$ cat config.mk
export PLATFORM = sky130hd
export DESIGN_NAME = spram_rr_arbiter
export DESIGN_NICKNAME = d
export VERILOG_FILES = /design/src/rtl/spram_rr_arbiter.sv
export SDC_FILE = /design/constraint.sdc
export NUM_CORES = 1
export LEC_CHECK = 0
export ABC_AREA = 1
export CAP_MARGIN = 20
export CORE_MARGIN = 5
export CORE_UTILIZATION = 25
export DETAILED_ROUTE_END_ITERATION = 8
export PLACE_DENSITY_LB_ADDON = 0.2
export REMOVE_ABC_BUFFERS = 1
export SLEW_MARGIN = 20
export SYNTH_ARGS = -nofsm -noshare
export SYNTH_HDL_FRONTEND = slang
export SYNTH_SLANG_ARGS = --single-unit
$ cat constraint.sdc
create_clock -name clk -period 2.6 [get_ports clk]
set_clock_uncertainty 0.1 [all_clocks]
set_input_delay 0.39 -clock clk [delete_from_list [all_inputs] [get_ports clk]]
set_output_delay 0.39 -clock clk [all_outputs]
set_load 0.02 [all_outputs]
$ cat src/rtl/spram_rr_arbiter.sv
// Round-robin arbiter sharing one single-port RAM between requesters A and B.
// Define ARB_STATS_EN to add the saturating 16-bit grant counters cnt_a/cnt_b.
module spram_rr_arbiter #(
  parameter int AW = 8,
  parameter int DW = 8
) (
  input  logic          clk,
  input  logic          nrst,
  input  logic          a_req,
  input  logic          a_we,
  input  logic [AW-1:0] a_addr,
  input  logic [DW-1:0] a_wdata,
  output logic          a_gnt,
  output logic          a_rvalid,
  output logic [DW-1:0] a_rdata,
  input  logic          b_req,
  input  logic          b_we,
  input  logic [AW-1:0] b_addr,
  input  logic [DW-1:0] b_wdata,
  output logic          b_gnt,
  output logic          b_rvalid,
  output logic [DW-1:0] b_rdata,
  output logic          ram_ce,
  output logic          ram_we,
  output logic [AW-1:0] ram_adr,
  output logic [DW-1:0] ram_din,
  input  logic [DW-1:0] ram_dout
`ifdef ARB_STATS_EN
  ,
  output logic [15:0]   cnt_a,
  output logic [15:0]   cnt_b
`endif
);

  logic last_gnt_q, last_gnt_d;   // 0 = A served last, 1 = B served last
  logic rd_pend_a_q, rd_pend_a_d;
  logic rd_pend_b_q, rd_pend_b_d;

  // Grant selection: contention goes to whoever was not served last; nothing is granted in reset
  always_comb begin
    a_gnt = 1'b0;
    b_gnt = 1'b0;
    if (!nrst) begin
      a_gnt = 1'b0;
      b_gnt = 1'b0;
    end else if (a_req && b_req) begin
      a_gnt = last_gnt_q;
      b_gnt = ~last_gnt_q;
    end else begin
      a_gnt = a_req;
      b_gnt = b_req;
    end
  end

  // RAM command mux
  always_comb begin
    ram_ce  = 1'b0;
    ram_we  = 1'b0;
    ram_adr = {AW{1'b0}};
    ram_din = {DW{1'b0}};
    if (a_gnt) begin
      ram_ce  = 1'b1;
      ram_we  = a_we;
      ram_adr = a_addr;
      ram_din = a_wdata;
    end else if (b_gnt) begin
      ram_ce  = 1'b1;
      ram_we  = b_we;
      ram_adr = b_addr;
      ram_din = b_wdata;
    end else begin
      ram_ce  = 1'b0;
      ram_we  = 1'b0;
      ram_adr = {AW{1'b0}};
      ram_din = {DW{1'b0}};
    end
  end

  // Next-state: priority pointer moves only on a grant; reads remember their owner for one cycle
  always_comb begin
    last_gnt_d = last_gnt_q;
    if (a_gnt) begin
      last_gnt_d = 1'b0;
    end else if (b_gnt) begin
      last_gnt_d = 1'b1;
    end else begin
      last_gnt_d = last_gnt_q;
    end
    rd_pend_a_d = a_gnt & ~a_we;
    rd_pend_b_d = b_gnt & ~b_we;
  end

  // Arbiter state registers
  always_ff @(posedge clk or negedge nrst) begin
    if (!nrst) begin
      last_gnt_q  <= 1'b1;
      rd_pend_a_q <= 1'b0;
      rd_pend_b_q <= 1'b0;
    end else begin
      last_gnt_q  <= last_gnt_d;
      rd_pend_a_q <= rd_pend_a_d;
      rd_pend_b_q <= rd_pend_b_d;
    end
  end

  assign a_rvalid = rd_pend_a_q;
  assign b_rvalid = rd_pend_b_q;
  assign a_rdata  = rd_pend_a_q ? ram_dout : {DW{1'b0}};
  assign b_rdata  = rd_pend_b_q ? ram_dout : {DW{1'b0}};

`ifdef ARB_STATS_EN
  logic [15:0] cnt_a_q, cnt_a_d;
  logic [15:0] cnt_b_q, cnt_b_d;

  function automatic logic [15:0] sat_inc(input logic [15:0] v, input logic inc);
    if (inc && (v != 16'hFFFF)) begin
      sat_inc = v + 16'd1;
    end else begin
      sat_inc = v;
    end
  endfunction

  // Counter next-state
  always_comb begin
    cnt_a_d = sat_inc(cnt_a_q, a_gnt);
    cnt_b_d = sat_inc(cnt_b_q, b_gnt);
  end

  // Grant counter registers
  always_ff @(posedge clk or negedge nrst) begin
    if (!nrst) begin
      cnt_a_q <= 16'h0000;
      cnt_b_q <= 16'h0000;
    end else begin
      cnt_a_q <= cnt_a_d;
      cnt_b_q <= cnt_b_d;
    end
  end

  assign cnt_a = cnt_a_q;
  assign cnt_b = cnt_b_q;
`endif

endmodule
# --- Word level (Yosys, flattened, before mapping) ---
# Index checks and enable logic that the tools add are counted.
classes:
  reduce_logical: 2
  bitwise_logic: 5
  mux: 16
op_table:
  columns: ["cell", "n"]
  rows:
  - ["8-bit two-way mux", 6]
  - ["1-bit two-way mux", 10]
  - ["1-bit NOT", 3]
  - ["1-bit bitwise AND", 2]
  - ["2-bit nonzero test", 1]
  - ["1-bit logical AND", 1]
word_totals:
  inputBits: 46
  reg_bits: 3
  wordCells: 26

# --- Longest topological paths before layout ---
# Gate-level depths: netlist of run 1.
depth:
  ltp_word: 5
  mapped_depth: 5
  ltp_nobuf: 4

# --- Worst setup path before layout of run 1 ---
# Ideal clock, no wire load.
synth_path:
  path_type: "register -> output"
  start: "register last_gnt_q"
  end: "output ram_adr[0]"
  t_arrival_ps: 1022
  slack_ps: 1088
  n_path_buf: 1
  required_ps: 2110
  stages_incl_launch_ff: 5
  path_cell_list: "dfstp_2 > nand2_2 > clkbuf_8 > nand3_1 > nand2_1"
synth_via:
  elab_chain_cells: 5
  elab_cells_between_ends: 7
synth_lines:
  columns: ["element", "line_no", "source"]
  rows:
  - ["start, declared", "35", "logic last_gnt_q, last_gnt_d;"]
  - ["start signal, assigned", "100", "last_gnt_q <= last_gnt_d;"]
  - ["1-bit NOT", "48", "b_gnt = ~last_gnt_q;"]
  - ["1-bit two-way mux", "46", "end else if (a_req && b_req) begin"]
  - ["1-bit two-way mux", "43", "if (!nrst) begin"]
  - ["8-bit two-way mux", "66", "end else if (b_gnt) begin"]
  - ["8-bit two-way mux *", "61", "if (a_gnt) begin"]
  - ["end, declared", "25", "output logic [AW-1:0] ram_adr,"]
# Mark *: on every way between the ends. The rest lies on a longest branch, timed or not.

# --- Final worst setup path of run 1 ---
layout_path:
  start: "input nrst"
  end: "output ram_adr[4]"
layout_via:
  elab_chain_cells: 3
  elab_cells_between_ends: 4
layout_lines:
  columns: ["element", "line_no", "source"]
  rows:
  - ["start, declared", "8", "input logic nrst,"]
  - ["1-bit two-way mux", "43", null]
  - ["8-bit two-way mux", "66", null]
  - ["8-bit two-way mux *", "61", null]
# Marks and branches as above.

==> metrics.txt, run 1 <==
Slew Viols, Final=0; port bufs=83; Initial Util=26.4%; die height=about 58 um; cell family with most CP delay=buffers and inverters; CTS hold repair buffers=0; CP Launch Type=primary input; CTS tree=yes; worst skew pair latency=0.23 ns; post-route antenna net violation count=0; critical path depth=6; TritonRoute pass-1 iters=4; slack of the critical path=0.101 ns; critical path launch point=nrst; Reg2Reg Depth=3; Hold Vio Cnt, Final=0; CORE AREA=2210 sq um; Yosys reg bits=3; status=completed; IO Count=84; WP data arrival=between 2 and 2.5 ns; routed len/inst=12.5 um; Congestion Overflow GR=0; worst slack at placement=0.0402 ns; max-cap check violation count=0; Slowest Stage Delay on Critical Path=0.61 ns; Slowest cell on crit path=clkdlybuf4s50_1; post-DR vias/cell=approximately 4.6; Synth Instances=108; Post-Syn Area=584 sq um; PwrDens=264 nW/um^2; peak fanout along the critical path=18; CTS buffer count=3; root buffer cell=clkbuf_4; clock sinks=3; library cells used by synthesis=17; worst slew pin tran=0.357 ns; sequential area share after synthesis=13.1%; clk slew on worst S/H paths=0.04 ns; first-pass GRT wire length=4110 um; commonest non-fill, non-tap cell in the layout=clkdlybuf4s50_1; worst path bufs/invs=3; critical setup path kind=primary input to output pin; post-DP HPWL=2280 um; largest net degree at the start of global routing=20; met3 usage=under 10%; Leakage Power=0.762 nW; combined global-route utilization of all metal layers=15.7%; FMAX=400 MHz; row cnt=17; leading post-synthesis cells by cell area=nand3_1 (27%), nand2_1 (24%), inv_1 (11%); Synth Warn #=0; minimum clock period=2.50 ns; hold_ws=between 0.4 and 0.5 ns; Finish-stage setup viols=0; Power Total=0.000379 W; Hold Path Class=primary input to asynchronous set/reset pin; routability congestion estimate from global placement=between 0.7 and 0.8; Yosys top cell by area=nand3_1; CTS Buffer Depth=2; final WL=2730 um; global routing's busiest layer=met2; post-placement cell count=214; htree depth=1; VDD IR-drop max=0.151 mV; Worst setup EP type=output pin; most frequent cells in the layout=clkdlybuf4s50_1 (81), nand2_1 (37), nand3_1 (31); vias in the first global route=984; chip width=58.3 um; Final nets=237; met2 GRT Util=26.8%; initial antenna violation count=0; Area Growth Syn to Fin=145%; syn_area_per_cell=approximately 5.4 sq um; reg2reg setup slack=1.38 ns; global routing met1 resource utilization=15.5%; worst r2r src=last_gnt_q; share of cells above drive strength 1=7.37%; Post-CTS Setup Bufs=0; top cell type's share of synthesized area=a little over a quarter; r2r endpoint=b_rvalid; CP required=2.11 ns; Iter 0 DRT Violations=14; detailed-route via count=993; ant diodes=0; relative slew slack=76.1%; CTS resizes=0; final setup TNS=0 ns; part of the cycle the worst path needs=96.1%; Finished Layout Cells=218; Remaining DRCs=0; worst path cell trace=clkdlybuf4s50_1, nand2_1, inv_4, nand3_1, nand2_1, clkdlybuf4s50_1; die area=between 3000 and 4000 sq um; unrepaired setup endpoints after global routing=no
state kept, by name (all words and copies together), names as in the netlist:
signal,count
last_gnt_q,1
a_rvalid,1
b_rvalid,1
logic make-up after synthesis:
family                 count (synthesis)  synth area share (%)
AND/OR/NAND/NOR                       78                  62.1
AO/OA/AOI/OAI                          1                 0.856
flip-flops                             3                  13.1
buffers and inverters                 26                  24.0
metal layers:
layer | part of all wire (%) | vias to the layer above | wire [um]
met5 | 0 | - | 0
met4 | 0.70 | 0 | 19
met3 | 17 | 2 | 468
met2 | 47 | 63 | 1280
met1 | 35 | 430 | 957
li1 | - | 498 | -
stage by stage:
stage	cell area, sq um	util [%]
floorplan	524	-
global placement	1400	63.2
detailed placement	1400	63.2
CTS	1420	64.4
global route	1430	64.7
finish	1430	64.7
area by class of cell:
| cell class | count | area, sq um |
|---|---|---|
| Inverter | 20 | 82.6 |
| Fill cell | 218 | 781 |
| Clock buffer | 4 | 26.3 |
| Multi-Input combinational cell | 79 | 368 |
| Tap cell | 28 | 35.0 |
| Sequential cell | 3 | 76.3 |
| Timing Repair Buffer | 84 | 843 |
report_power, final:
part           internal (W)  switching (W)   total, W
registers         0.0000524     0.00000602  0.0000585
clock network     0.0000575      0.0000241  0.0000816
logic              0.000127       0.000112   0.000239
total              0.000237       0.000142   0.000379
worst max-delay path by stage:
stage / to
3_3_place_gp: ram_din[1]
3_5_place_dp: ram_adr[4]
4_1_cts: ram_adr[4]
5_1_grt: ram_din[2]
2_1_floorplan: ram_adr[0]
6_report: ram_adr[4]
cells in the mapped netlist:
cell type and instances:
nand2_1 37, nand3_1 31, inv_1 17, nor2_1 4, nand3_2 3, clkbuf_1 2
dfrtp_1 2, inv_2 2, nand2_2 2, a21oi_1 1, buf_12 1, buf_4 1
buf_6 1, clkbuf_8 1, clkinv_4 1, dfstp_2 1, nand2_4 1
No activity file was read; power rests on OpenSTA's default activity.
==> inputs of run 2 (changes only) <==
--- a/config.mk
+++ b/config.mk
@@ -12,7 +12,6 @@
 export DETAILED_ROUTE_END_ITERATION = 8
 export PLACE_DENSITY_LB_ADDON = 0.2
 export REMOVE_ABC_BUFFERS = 1
-export SLEW_MARGIN = 20
 export SYNTH_ARGS = -nofsm -noshare
 export SYNTH_HDL_FRONTEND = slang
 export SYNTH_SLANG_ARGS = --single-unit
==> results of run 2 <==
Same layout as run 1: the final DEF is identical, and so are final timing and power.
==> inputs of run 3 (changes only) <==
--- a/config.mk
+++ b/config.mk
@@ -8,9 +8,9 @@
 export ABC_AREA = 1
 export CAP_MARGIN = 20
 export CORE_MARGIN = 5
-export CORE_UTILIZATION = 25
+export CORE_UTILIZATION = 24
 export DETAILED_ROUTE_END_ITERATION = 8
-export PLACE_DENSITY_LB_ADDON = 0.2
+export PLACE_DENSITY = 0.81
 export REMOVE_ABC_BUFFERS = 1
 export SYNTH_ARGS = -nofsm -noshare
 export SYNTH_HDL_FRONTEND = slang
==> constraint.sdc (replaced) <==
create_clock -name clk -period 2.3 [get_ports clk]
set_clock_uncertainty 0.1 [all_clocks]
set_input_delay 0.345 -clock clk [delete_from_list [all_inputs] [get_ports clk]]
set_output_delay 0.345 -clock clk [all_outputs]
set_load 0.02 [all_outputs]
==> metrics.txt, run 3 (synthesized netlist as in run 1, its figures left out) <==
status=completed; TritonRoute pass-1 iters=4; max-cap check violation count=0; Power Total=0.000428 W; first-pass GRT wire length=~4300 um; utilization after layout=64.3%; routability congestion estimate from global placement=0.734; Hold Vio Cnt, Final=0; Iter 0 DRT Violations=28; post-DP HPWL=2360 um; unrepaired setup endpoints after global routing=no; PwrDens=293 nW/um^2; worst skew pair latency=0.23 ns; CP required=1.86 ns; largest net degree at the start of global routing=20; CTS buffer count=3; die height=about 60 um; FMAX=approximately 460 MHz; Final nets=between 200 and 250; Finish-stage setup viols=0; routed len/inst=12.5 um; CTS hold repair buffers=0; clock sinks=3; CTS tree=yes; vias in the first global route=965; post-route antenna net violation count=0; critical setup path kind=primary input to output pin; part of the cycle the worst path needs=between 90% and 100%; combined global-route utilization of all metal layers=15.6%; CP Launch Type=primary input; peak fanout along the critical path=19; Leakage Power=~0.84 nW; Initial Util=25.7%; IO Count=84; final WL=between 2000 and 3000 um; reg2reg setup slack=between 1 and 1.5 ns; CORE AREA=around 2300 sq um; relative slew slack=80.8%; Worst setup EP type=output pin; root buffer cell=clkbuf_4; VDD IR-drop max=0.218 mV; Slowest cell on crit path=clkdlybuf4s50_1; chip width=59.3 um; htree depth=1; clk slew on worst S/H paths=0.04 ns; worst r2r src=last_gnt_q; CTS Buffer Depth=2; Slowest Stage Delay on Critical Path=0.58 ns; commonest non-fill, non-tap cell in the layout=clkdlybuf4s50_1; Finished Layout Cells=224; initial antenna violation count=0; minimum clock period=around 2.2 ns; post-DR vias/cell=around 4.4; Slew Viols, Final=0; Reg2Reg Depth=5; port bufs=83; Congestion Overflow GR=0; hold_ws=0.352 ns; detailed-route via count=986; Hold Path Class=primary input to asynchronous set/reset pin; WP data arrival=1.71 ns; Area Growth Syn to Fin=150%; worst path cell trace=clkdlybuf4s50_1, nand2_2, clkinv_4, nand3_1, nand2_1, dlygate4sd2_1; row cnt=17; die area=3520 sq um; post-placement cell count=220; r2r endpoint=b_rvalid; Remaining DRCs=0; ant diodes=0; most frequent cells in the layout=clkdlybuf4s50_1 (63), nand2_1 (37), nand3_1 (31); worst slew pin tran=0.288 ns; share of cells above drive strength 1=10.2%; final setup TNS=0 ns
==> run 3: cell count changes in the layout (fill, tap and decap cells not counted) <==
cell             previous run  this run
buf_12                      0         1
buf_4                       1         6
clkdlybuf4s50_1            81        63
dlygate4sd2_1               0        19
dlymetal6s2s_1              2         1
==> run 3: worst max-delay path: cells and delay by family <==
family	cells	cell delay, ns
simple gates	3	0.27
buf+inv	3	1.08
==> run 3: worst max path at each step <==
| stage | startpoint | endpoint | slack, ns | depth (start not counted) |
|---|---|---|---|---|
| finish | b_req | ram_adr[7] | 0.15 | 6 |
| CTS | b_req | ram_ce | 0.02 | 5 |
| global placement | nrst | ram_adr[7] | -0.10 | 6 |
| floorplan | last_gnt_q | ram_adr[0] | 0.88 | 3 |
| global route | nrst | a_gnt | 0.06 | 5 |
| detailed placement | nrst | ram_din[6] | -0.14 | 6 |
==> run 3: area by class of cell <==
| cell class | count | area [sq um] |
|---|---|---|
| sequential | 3 | 76.3 |
| multi-input combinational | 79 | 368 |
| tap | 28 | 35.0 |
| fill | 223 | 813 |
| inverter | 20 | 82.6 |
| timing repair buffer | 90 | 875 |
| clock buffer | 4 | 26.3 |
==> run 3: repair_timing <==
| action | CTS | global route |
|---|---|---|
| setup endpoints to repair | 19 | 1 |
| setup buffers | 0 | 0 |
| gates cloned | 0 | 0 |
| resized for setup | 20 | 1 |
==> run 3: per-layer routing <==
metal | up-vias | wire length [um] | GRT usage (%)
met5 | - | 0 | 0
met2 | 42 | 1540 | 29.8
met3 | 0 | 251 | 5.88
met4 | 0 | 0 | 1.94
met1 | 435 | 995 | 16.2
li1 | 509 | - | -
==> run 3: where the power goes <==
part / internal, W / switching (W) / leakage [nW]
Sequential: 0.0000592 / 0.00000657 / 0.0377
Clock: 0.0000651 / 0.0000290 / 0.0150
Combinational: 0.000140 / 0.000128 / 0.790
==> run 3: metrics by stage <==
step                      worst slack [ns]  instance area, sq um
after floorplan                      0.877                   524
after global placement              -0.104                  1460
after detailed placement            -0.141                  1460
after CTS                           0.0184                  1460
after global routing                0.0608                  1460
final                                0.149                  1460
